==> src/rtl/pong_pkg.sv <==
// Shared Pong types and 640x480 timing constants.
// Kept in one place so the scheduler and display timing agree.
package pong_pkg;

  localparam int H_ACTIVE_END = 639;
  localparam int V_ACTIVE_END = 479;
  localparam int LINE_LAST    = 799;
  localparam int SCREEN_LAST  = 524;

  typedef enum logic [1:0] {
    ATTRACT = 2'd0,
    SERVE   = 2'd1,
    PLAY    = 2'd2,
    OVER    = 2'd3
  } game_state_t;

  typedef enum logic [1:0] {
    S_IDLE  = 2'd0,
    S_PAD   = 2'd1,
    S_BALL  = 2'd2,
    S_SCORE = 2'd3
  } seq_state_t;

  // mask bit 0 = pad, 1 = ball, 2 = score; lowest set bit runs first
  function automatic seq_state_t pick_phase(
    input logic [2:0] m
  );
    if (m[0])      return S_PAD;
    else if (m[1]) return S_BALL;
    else if (m[2]) return S_SCORE;
    else           return S_IDLE;
  endfunction

endpackage

==> src/rtl/pong_frame_seq.sv <==
// Per-frame update scheduler and game-mode FSM for Pong.
// Define PONG_PAUSE_EN to add the pause_btn input and paused output.
module pong_frame_seq
  import pong_pkg::*;
#(
  parameter int VA_END       = V_ACTIVE_END,
  parameter int SCREEN       = SCREEN_LAST,
  parameter int SERVE_FRAMES = 60,
  parameter int SCW          = 8
) (
  input  logic        clk_pix,
  input  logic        rst_pix,
  input  logic [9:0]  sx,
  input  logic [9:0]  sy,
  input  logic        start_btn,
  input  logic        point_scored,
  input  logic        game_over,
`ifdef PONG_PAUSE_EN
  input  logic        pause_btn,
  output logic        paused,
`endif
  output logic        pad_start,
  input  logic        pad_done,
  output logic        ball_start,
  input  logic        ball_done,
  output logic        score_start,
  input  logic        score_done,
  output logic        frame_tick,
  output logic        busy,
  output logic        overrun,
  output logic [1:0]  game_state,
  output logic [15:0] frame_cnt
);

  logic        frame_edge;
  logic        deadline;
  logic        paused_int;
  logic        fresh_q;
  logic [2:0]  mask_now;
  logic [2:0]  mask_q;
  logic [SCW-1:0] cnt_q, cnt_d;
  seq_state_t  seq_q, seq_d;
  game_state_t gs_q, gs_d;

  assign frame_edge = (sx == '0) && (sy == 10'(VA_END + 1));
  assign deadline   = (sx == '0) && (sy == 10'(SCREEN));

  always_ff @(posedge clk_pix) begin
    if (rst_pix) begin
      frame_tick <= 1'b0;
      frame_cnt  <= '0;
      overrun    <= 1'b0;
    end else begin
      frame_tick <= frame_edge;
      if (frame_edge) frame_cnt <= frame_cnt + 16'd1;
      if (deadline && seq_q != S_IDLE) overrun <= 1'b1;
    end
  end

  always_comb begin
    mask_now = 3'b000;
    unique case (gs_q)
      PLAY:    mask_now = 3'b111;
      SERVE:   mask_now = 3'b001;
      default: mask_now = 3'b000;
    endcase
    if (paused_int) mask_now = 3'b000;
  end

  // fresh_q marks the strobe cycle; a done seen then is too early
  always_ff @(posedge clk_pix) begin
    if (rst_pix) begin
      seq_q   <= S_IDLE;
      fresh_q <= 1'b0;
      mask_q  <= 3'b000;
    end else begin
      seq_q   <= seq_d;
      fresh_q <= (seq_d != S_IDLE) && (seq_d != seq_q);
      if (frame_tick && seq_q == S_IDLE) mask_q <= mask_now;
    end
  end

  always_comb begin
    seq_d = seq_q;
    unique case (seq_q)
      S_IDLE:
        if (frame_tick) seq_d = pick_phase(mask_now);
      S_PAD:
        if (pad_done && !fresh_q)
          seq_d = pick_phase(mask_q & 3'b110);
      S_BALL:
        if (ball_done && !fresh_q)
          seq_d = pick_phase(mask_q & 3'b100);
      S_SCORE:
        if (score_done && !fresh_q) seq_d = S_IDLE;
      default: seq_d = S_IDLE;
    endcase
    if (deadline && seq_q != S_IDLE) seq_d = S_IDLE;
  end

  always_comb begin
    pad_start   = fresh_q && (seq_q == S_PAD);
    ball_start  = fresh_q && (seq_q == S_BALL);
    score_start = fresh_q && (seq_q == S_SCORE);
    busy        = (seq_q != S_IDLE);
  end

  always_ff @(posedge clk_pix) begin
    if (rst_pix) begin
      gs_q  <= ATTRACT;
      cnt_q <= '0;
    end else begin
      gs_q  <= gs_d;
      cnt_q <= cnt_d;
    end
  end

  always_comb begin
    gs_d  = gs_q;
    cnt_d = cnt_q;
    unique case (gs_q)
      ATTRACT, OVER:
        if (start_btn) begin
          gs_d  = SERVE;
          cnt_d = SCW'(SERVE_FRAMES);
        end
      SERVE:
        if (frame_tick && !paused_int) begin
          if (cnt_q == SCW'(1)) gs_d = PLAY;
          cnt_d = cnt_q - SCW'(1);
        end
      PLAY:
        if (game_over) begin
          gs_d = OVER;
        end else if (point_scored) begin
          gs_d  = SERVE;
          cnt_d = SCW'(SERVE_FRAMES);
        end
      default: gs_d = gs_q;
    endcase
  end

  assign game_state = gs_q;

`ifdef PONG_PAUSE_EN
  always_ff @(posedge clk_pix) begin
    if (rst_pix)
      paused <= 1'b0;
    else if (gs_d == ATTRACT || gs_d == OVER)
      paused <= 1'b0;
    else if (pause_btn && (gs_q == PLAY || gs_q == SERVE))
      paused <= ~paused;
  end

  assign paused_int = paused;
`else
  assign paused_int = 1'b0;
`endif

endmodule

==> config.mk <==
export PLATFORM = sky130hd
export DESIGN_NAME = pong_frame_seq
export DESIGN_NICKNAME = d
export VERILOG_FILES = /design/src/rtl/pong_pkg.sv /design/src/rtl/pong_frame_seq.sv
export SDC_FILE = /design/constraint.sdc
export NUM_CORES = 1
export LEC_CHECK = 0
export BUFFER_PORTS_ARGS = -buffer_cell sky130_fd_sc_hd__buf_2
export CAP_MARGIN = 20
export CORE_AREA = 2 2 52 78
export DETAILED_ROUTE_END_ITERATION = 10
export DIE_AREA = 0 0 54 80
export HOLD_SLACK_MARGIN = 0.08
export PLACE_DENSITY = 0.76
export SLEW_MARGIN = 20
export SYNTH_ARGS = -nofsm -noshare
export SYNTH_HDL_FRONTEND = slang
export SYNTH_SLANG_ARGS = --single-unit
==> constraint.sdc <==
create_clock -name clk_pix -period 2.48 [get_ports clk_pix]
set_input_delay 0.124 -clock clk_pix [delete_from_list [all_inputs] [get_ports clk_pix]]
set_output_delay 0.124 -clock clk_pix [all_outputs]
set_load 0.01 [all_outputs]
==> impl_results.md, run 1 <==
- Status: completed
- CTS max path bufs: 2
- RSZ-0062 raised after global routing: false
- Hold_ws: 181.6 ps
- Leakage power: 0.0008561 uW
- Syn Area/Cell: 8.204 sq um
- CTS buffer count: 5
- Die Ht: 80 um
- Final Net Count: 305
- Max-Cap Viols: 0
- Area contributors post-synth: dfxtp_1 (36%), a21oi_1 (7.5%), or4_1 (5.4%), o31ai_1 (5.0%), ha_1 (4.2%)
- Final HPWL DP: 3314 um
- Mapped Area: 1797 sq um
- Final period util: 88.80%
- Routability cong.: 0.7958
- Max frequency: 454.1 MHz
- Cells along the critical path: or4_1 > or4_4 > a221oi_2 > mux2_1
- Max transition margin: 60.56%
- CP Buf/Inv Count: 0
- Top-area cell type share of the netlist area: 35.65%
- GR Layer Usage met1: 22.69%
- Drt wl/cell: 14.03 um
- Min cycle time layout: 2202 ps
- VDD IR max: 0.0004699 V
- Register clock-pin slew on the reported worst setup and hold paths: 60 ps
- GR Overflow Total: 0
- Sw frac: 30.60%
- Initial drt markers: 26
- Post-route cell area: 2187 sq um
- Largest net degree at the start of global routing: 34
- Drt drc: 0
- Clk_skew: 2.783 ps
- Root Driver: clkbuf_8
- DRT Pass-1 Iters: 4
- CP max stage cell: or4_1
- Reg-to-reg slack, setup: 280 ps
- Psw: 395.6 uW
- Hold Fails Final Rpt: 0
- Yosys cell types: 43
- HP Class: in -> reg
- Crit path DAT: 2370 ps
- Top_reg_cell synth: dfxtp_1
- GR Util met3: 5.431%
- Internal power: 897.4 uW
- Post-synthesis sequential area ratio: 35.65%
- P&R area growth vs syn: 21.73%
- Synth area leader: dfxtp_1
- Combinational cell fraction of total power: 22.7%
- Clock group share of total power: 32.1%
- Final Max Slew Viols: 0
- Worst skew pair latency: 290 ps
- Fraction of layout cells with a size suffix above 1: 25.37%
- Cell Rows: 27
- Crit end category: register
- Crit path required time: 2650 ps
- Critical path type: reg -> reg
- Post-synth EDFFs: 0
- Syn_nets: 253
- Worst Path Max Fanout: 8
- Cell family with most CP delay: simple AND/OR/NAND/NOR gates
- # IOs: 52
- First-pass GRT wire length: 7038 um
- Seq cells post-synth: 32
- Slowest cell delay on critical path: 550 ps
- Antenna violations before repair: 0
- Vias in the first global route: 1,657
- Ys async rst share: 0%
- Remaining antenna violation count: 0
- Sequential Power Share: 45.2%
- Actual slew at the worst max-slew pin: 591.7 ps
- Post-Synthesis Cells: 219
- Synth warn: 0
- # resized after CTS: 0
- H-tree depth: 2
- GR Util met2: 40.24%
- Total negative slack: 0 ps
- Final setup viols: 0
- Vias per inst: 5.914
- CTS tree: built
- Post-CTS Hold Buffers: 0
- Via count of the routed design: 1,863
- Final WL: 4421 um
- Pwr Density: 591.2 nW/um^2
- Core Region: 3649 sq um
- Setup crit start kind: register
- Initial Utilization: 49.25%
- Dpl cell area: 2097 sq um
- Die W: 54 um
- GRT Max-Usage Layer: met2
- Die ar.: 4320 sq um
- Post-CTS setup buffers: 0
- Filler Cell Count: 360
- I/O Buffers: 51
- Diode count: 0
- TritonCTS Sinks: 32
- Gr usage total: 21.80%
==> cell usage after synthesis (4+ instances only) <==
master and n:
inv_1 12, or4_1 13, ha_1 6, a21oi_1 27, dfxtp_1 32, nor2_1 18
nand3_1 7, clkbuf_1 9, nor3_1 6, nand2_1 9, o31ai_1 12, o21ai_0 8
nand4_1 8, nor4_1 4
==> logic make-up after synthesis <==
kind of cell | after synthesis | synth area share (%)
and+or+nand+nor | 91 | 30.08
AOI/OAI and AO/OA | 62 | 21.80
DFF | 32 | 35.65
buffers and inverters | 22 | 4.665
muxes | 6 | 3.621
adders and majority gates | 6 | 4.178
==> cell usage in the layout (no fill, tap or decap), types with 4 or more instances in the layout <==
master / count
buf_2: 51
dfxtp_1: 32
a21oi_1: 27
nor2_1: 18
or4_1: 13
inv_1: 12
o31ai_1: 12
nand2_1: 9
nand4_1: 8
o21ai_0: 8
nand3_1: 7
nor3_1: 6
ha_1: 6
clkbuf_8: 6
nor4_1: 4
buf_4: 4
==> worst reg2reg max path, stage by stage (launching register included) <==
cell and delay, ps:
dfxtp_1 360, or4_1 550, or4_4 490, a221oi_2 340
mux2_1 350
==> area by class of cell <==
cell class | count | area, sq um | area share [%]
Inverter | 12 | 45.04 | 2.059
Tap cell | 43 | 53.80 | 2.460
Timing Repair Buffer | 55 | 285.3 | 13.04
Clock buffer | 8 | 90.09 | 4.119
Sequential cell | 32 | 640.6 | 29.29
Multi-Input combinational cell | 165 | 1072 | 49.03
==> layer usage <==
metal	part of all wire (%)	vias up
met3	4.0	6
met5	0	-
met4	1.4	0
met2	53	35
li1	-	943
met1	41	879
==> sequential cells by signal, indices dropped and copies added (netlist names) <==
register	flops
game_state	2
cnt_q	8
seq_q	2
fresh_q	1
overrun	1
mask_q	1
frame_tick	1
frame_cnt	16
==> path summary, 6_finish.rpt <==
path                                from            end  cells past startpoint
worst min-delay path            pad_done       seq_q[0]                      3
worst max register to register  cnt_q[2]  game_state[0]                      4
worst max-delay path            cnt_q[2]  game_state[0]                      4
worst min register to register   overrun        overrun                      2
==> power by group through the flow <==
stage	clock [uW]	combinational (uW)	sequential [uW]
6_report	415	294	584
5_1_grt	444	331	592
4_1_cts	425	295	584
3_5_place_dp	0	293	596
3_3_place_gp	0	288	593
2_1_floorplan	0	196	592
==> through the flow <==
stage | instances | util, % | power (uW) | worst slack, ps
finish | 315 | 59.95 | 1293 | 277.7
global route | 315 | 59.95 | 1367 | 187.0
CTS | 315 | 59.95 | 1303 | 275.9
detailed placement | 307 | 57.48 | 888.4 | 286.3
global placement | 307 | 57.48 | 881.2 | 312.7
floorplan | 219 | - | 788.3 | 356.5
(Power assumes the default switching activity.)
==> inputs of run 2 (changes only) <==
--- a/config.mk
+++ b/config.mk
@@ -11,7 +11,8 @@
 export DETAILED_ROUTE_END_ITERATION = 10
 export DIE_AREA = 0 0 54 80
 export HOLD_SLACK_MARGIN = 0.08
-export PLACE_DENSITY = 0.76
+export PLACE_DENSITY_LB_ADDON = 0.15
+export SKIP_CTS_REPAIR_TIMING = 1
 export SLEW_MARGIN = 20
 export SYNTH_ARGS = -nofsm -noshare
 export SYNTH_HDL_FRONTEND = slang
==> run 2 against run 1 <==
  * Count of clock-buffer cells in the layout decreased by 1
  * Critical endpoint unchanged
  * Clock power increased by 32%
  * Clock skew increased by 1.6 ps
  * Critical path type unchanged
  * Total power is 9.9% higher
  * Non-clock buffer count unchanged
==> impl_results.md, run 2 (synthesis results as in run 1) <==
- Status: completed
- Hold Fails Final Rpt: 0
- Die W: 54 um
- Area taken by multi-input logic gates: 1072 sq um
- Hold path depth: 3
- Gr usage total: 22.31%
- Routability cong.: 0.8292
- Core Region: 3649 sq um
- Initial Utilization: 49.25%
- RSZ-0062 raised after global routing: false
- Antenna violations before repair: 0
- Register area: 640.6 sq um
- Worst skew pair latency: 280 ps
- Most frequent cells in the layout: buf_2 (51), dfxtp_1 (32), a21oi_1 (27)
- Fraction of layout cells with a size suffix above 1: 26.10%
- VDD IR max: 0.0004734 V
- Vias per inst: 5.848
- Die ar.: 4320 sq um
- CTS buffer count: 5
- PnR Total Power: 1420 uW
- Final WL: 4379 um
- Min cycle time layout: 2201 ps
- I/O Buffers: 51
- Diode count: 0
- Vias in the first global route: 1,698
- Final WS setup: 279.1 ps
- P&R area growth vs syn: 23.75%
- Drt drc: 0
- H-tree depth: 2
- Die Ht: 80 um
- CTS max path bufs: 2
- Crit path required time: 2650 ps
- Initial drt markers: 50
- CTS tree: built
- TritonCTS Sinks: 32
- Remaining antenna violation count: 0
- Largest net degree at the start of global routing: 34
- Final setup viols: 0
- Max-Cap Viols: 0
- Drt wl/cell: 13.90 um
- Leakage power: 0.0008751 uW
- Largest Register: frame_cnt
- Max transition margin: 59.50%
- Setup crit start kind: register
- Critical path type: reg -> reg
- Via count of the routed design: 1,842
- # IOs: 52
- GR Overflow Total: 0
- Register clock-pin slew on the reported worst setup and hold paths: 70 ps
- Filler Cell Count: 376
- Pwr Density: 638.8 nW/um^2
- Cell Rows: 27
- Total negative slack: 0 ps
- Worst Path Max Fanout: 8
- Final Max Slew Viols: 0
- Crit end category: register
- HP Class: in -> reg
- Place WS: 294.3 ps
- Max frequency: 454.4 MHz
- Final Net Count: 305
- Clk_skew: 4.342 ps
- Worst R2R Path Depth: 4
- Final period util: 88.75%
- First-pass GRT wire length: 7176 um
- Actual slew at the worst max-slew pin: 607.5 ps
- Top Registers: frame_cnt: 16 flops, cnt_q: 8 flops
- Max reg flops: 16
- Final HPWL DP: 3275 um
- DRT Pass-1 Iters: 4
- Crit path DAT: 2380 ps
- Root Driver: clkbuf_8
- Most common cell after layout, fill and taps aside: buf_2
==> run 2: cell types whose count changed in the layout (fill, tap and decap cells not counted) <==
cell       previous run  this run
bufinv_16             0         1
clkbuf_1              2         0
clkbuf_8              6         7
==> run 2: worst max-delay path, cell delays in order, from the launching register on <==
cell and delay [ps]:
dfxtp_1 360, or4_1 550, or4_4 500, a221oi_2 340, mux2_1 350
==> run 2: per-stage QoR <==
step / utilization, % / hold WS (ps) / cell area, sq um / instances
floorplan: - / 306.3 / 1797 / 219
CTS: 60.94 / 171.2 / 2223 / 315
finish: 60.94 / 186.0 / 2223 / 315
global placement: 57.48 / 458.1 / 2097 / 307
detailed placement: 57.48 / 468.8 / 2097 / 307
global route: 60.94 / 178.7 / 2223 / 315
==> run 2: cell type report <==
class                   instances  share of cell area, %
multi-input cells             165                  48.23
flip-flops and latches         32                  28.81
repair buffers                 55                  12.83
clock buffers                   7                  4.333
well taps                      43                  2.420
inverters                      12                  2.026
clock inverters                 1                  1.351
==> run 2: path summary, 6_finish.rpt <==
kind	slack, ps	startpoint	endpoint
setup / recovery	280	cnt_q[2]	game_state[0]
hold / removal	190	score_done	seq_q[0]
setup reg to reg	280	cnt_q[2]	game_state[0]
hold reg to reg	490	overrun	overrun
==> run 2: where the power goes <==
part           switching [uW]  internal [uW]
sequential               39.2            545
clock                     195            354
combinational             162            125
total                     395           1030
==> run 2: metal layers <==
metal	part of all wire, %	wire length (um)	vias up	GRT usage, %
met2	54	2368	25	38.90
met1	41	1800	866	24.77
met3	3.6	157	5	6.742
met5	0	0	-	0
li1	-	-	946	-
met4	1.2	53	0	7.500
==> inputs of run 3 (changes only) <==
--- a/config.mk
+++ b/config.mk
@@ -12,6 +12,7 @@
 export DIE_AREA = 0 0 54 80
 export HOLD_SLACK_MARGIN = 0.08
 export PLACE_DENSITY_LB_ADDON = 0.15
+export REMOVE_ABC_BUFFERS = 1
 export SKIP_CTS_REPAIR_TIMING = 1
 export SLEW_MARGIN = 20
 export SYNTH_ARGS = -nofsm -noshare
==> run 3 against run 2 <==
  * Flip-flop and latch count unchanged
  * Register-to-register slack got worse by 40 ps
  * Sequential share of layout area increased by 0.48 points
  * Critical path depth unchanged
  * Highest routed layer unchanged
  * Count of clock-buffer cells in the layout increased by 1
  * Non-clock buffer count unchanged
  * Sequential power about the same
  * Largest cell class unchanged
  * Die area unchanged
==> impl_results.md, run 3 (synthesis results as in run 1) <==
- Status: completed
- Pwr Density: 587.7 nW/um^2
- Most frequent cells in the layout: buf_2 (51), dfxtp_1 (32), a21oi_1 (27)
- Crit end category: register
- Core Region: 3649 sq um
- Number of cells after detailed placement: 307
- Largest Register: frame_cnt
- Max transition margin: 58.82%
- Fraction of layout cells with a size suffix above 1: 25.37%
- Worst Path Max Fanout: 8
- CTS tree: built
- CP Buf/Inv Count: 0
- HP Class: in -> reg
- Sequential Power Share: 45.3%
- VDD IR max: 0.0004223 V
- Final period util: 90.26%
- Drt drc: 0
- Cell family with most CP delay: simple AND/OR/NAND/NOR gates
- TritonCTS Sinks: 32
- Cells along the critical path: or4_1 > or4_4 > a221oi_2 > mux2_1
- First-pass GRT wire length: 6879 um
- Clock group share of total power: 32.1%
- H-tree depth: 2
- Fin cells: 315
- Area taken by multi-input logic gates: 1072 sq um
- Diode count: 0
- Max frequency: 446.7 MHz
- Initial Utilization: 49.25%
- Actual slew at the worst max-slew pin: 617.8 ps
- Gr usage total: 21.02%
- # IOs: 52
- Final setup viols: 0
- Die W: 54 um
- Final WL: 4265 um
- Routability cong.: 0.7761
- CP max stage cell: or4_1
- Hold Fails Final Rpt: 0
- Critical path type: reg -> reg
- Initial drt markers: 41
- Setup crit start kind: register
- Crit path required time: 2650 ps
- Remaining antenna violation count: 0
- Most common cell after layout, fill and taps aside: buf_2
- Clk_skew: 3.648 ps
- RSZ-0062 raised after global routing: false
- GR Overflow Total: 0
- Register clock-pin slew on the reported worst setup and hold paths: 60 ps
- Slowest cell delay on critical path: 560 ps
- Internal power: 897.1 uW
- P&R area growth vs syn: 21.73%
- Combinational cell fraction of total power: 22.6%
- Filler Cell Count: 356
- Sw frac: 30.21%
- Top Registers: frame_cnt: 16 flops, cnt_q: 8 flops
- Max-Cap Viols: 0
- Max reg flops: 16
- Antenna violations before repair: 0
- Vias per inst: 5.895
- Min cycle time layout: 2238 ps
- Final Net Count: 305
- Die Ht: 80 um
- Psw: 388.2 uW
- CTS buffer count: 5
- Final HPWL DP: 3123 um
- Drt wl/cell: 13.54 um
- Die ar.: 4320 sq um
- Cell Rows: 27
- Via count of the routed design: 1,857
- Register area: 640.6 sq um
- Vias in the first global route: 1,621
- Largest net degree at the start of global routing: 34
- DRT Pass-1 Iters: 4
- Final Max Slew Viols: 0
- Root Driver: clkbuf_8
- Total negative slack: 0 ps
- Crit path DAT: 2410 ps
- CTS max path bufs: 2
- Leakage power: 0.0008561 uW
- Worst skew pair latency: 280 ps
- I/O Buffers: 51
[run 3: cell count changes in the layout (fill, tap and decap cells not counted)]
cell,previous run,this run
clkbuf_1,0,2
bufinv_16,1,0
clkbuf_8,7,6
[run 3: worst paths after layout]
| check | slack, ps | end | depth (start not counted) | from |
|---|---|---|---|---|
| worst max register to register | 240 | game_state[0] | 4 | cnt_q[2] |
| worst max-delay path | 240 | game_state[0] | 4 | cnt_q[2] |
| worst min-delay path | 190 | seq_q[0] | 3 | pad_done |
| worst min register to register | 490 | frame_cnt[9] | 2 | frame_cnt[9] |
[run 3: metrics by stage]
stage	hold slack, ps	total power, uW	area [sq um]	util (%)	setup WS (ps)
after CTS	179.5	1300	2187	59.95	253.7
after global placement	468.8	880.4	2097	57.48	290.3
after global routing	191.4	1361	2187	59.95	149.4
after floorplan	193.1	782.6	1758	-	356.5
final	191.2	1285	2187	59.95	241.6
after detailed placement	482.9	881.9	2097	57.48	260.0
[run 3: worst min-delay path, cell delays in order]
cell and delay [ps]:
buf_2 90, mux2_2 140, a311oi_1 80
[run 3: power by group through the flow]
| stage | Sequential, uW | Combinational, uW | Clock, uW |
|---|---|---|---|
| global route | 589 | 327 | 445 |
| floorplan | 592 | 191 | 0 |
| global placement | 593 | 288 | 0 |
| CTS | 582 | 291 | 427 |
| detailed placement | 593 | 288 | 0 |
| finish | 582 | 290 | 413 |
[run 3: layer usage]
metal  routed length [um]  up-vias  share of wire (%)  track usage (%)
met1                 1767      860                 41            24.00
met5                    0        -                  0                0
met4                   68        0                1.6            8.500
li1                     -      937                  -                -
met2                 2215       53                 52            36.59
met3                  214        7                5.0            4.307
[run 3: area by class of cell]
type | count | area share [%]
multi-input cells | 165 | 49.03
well taps | 43 | 2.460
flip-flops and latches | 32 | 29.29
repair buffers | 55 | 13.04
clock buffers | 8 | 4.119
inverters | 12 | 2.059
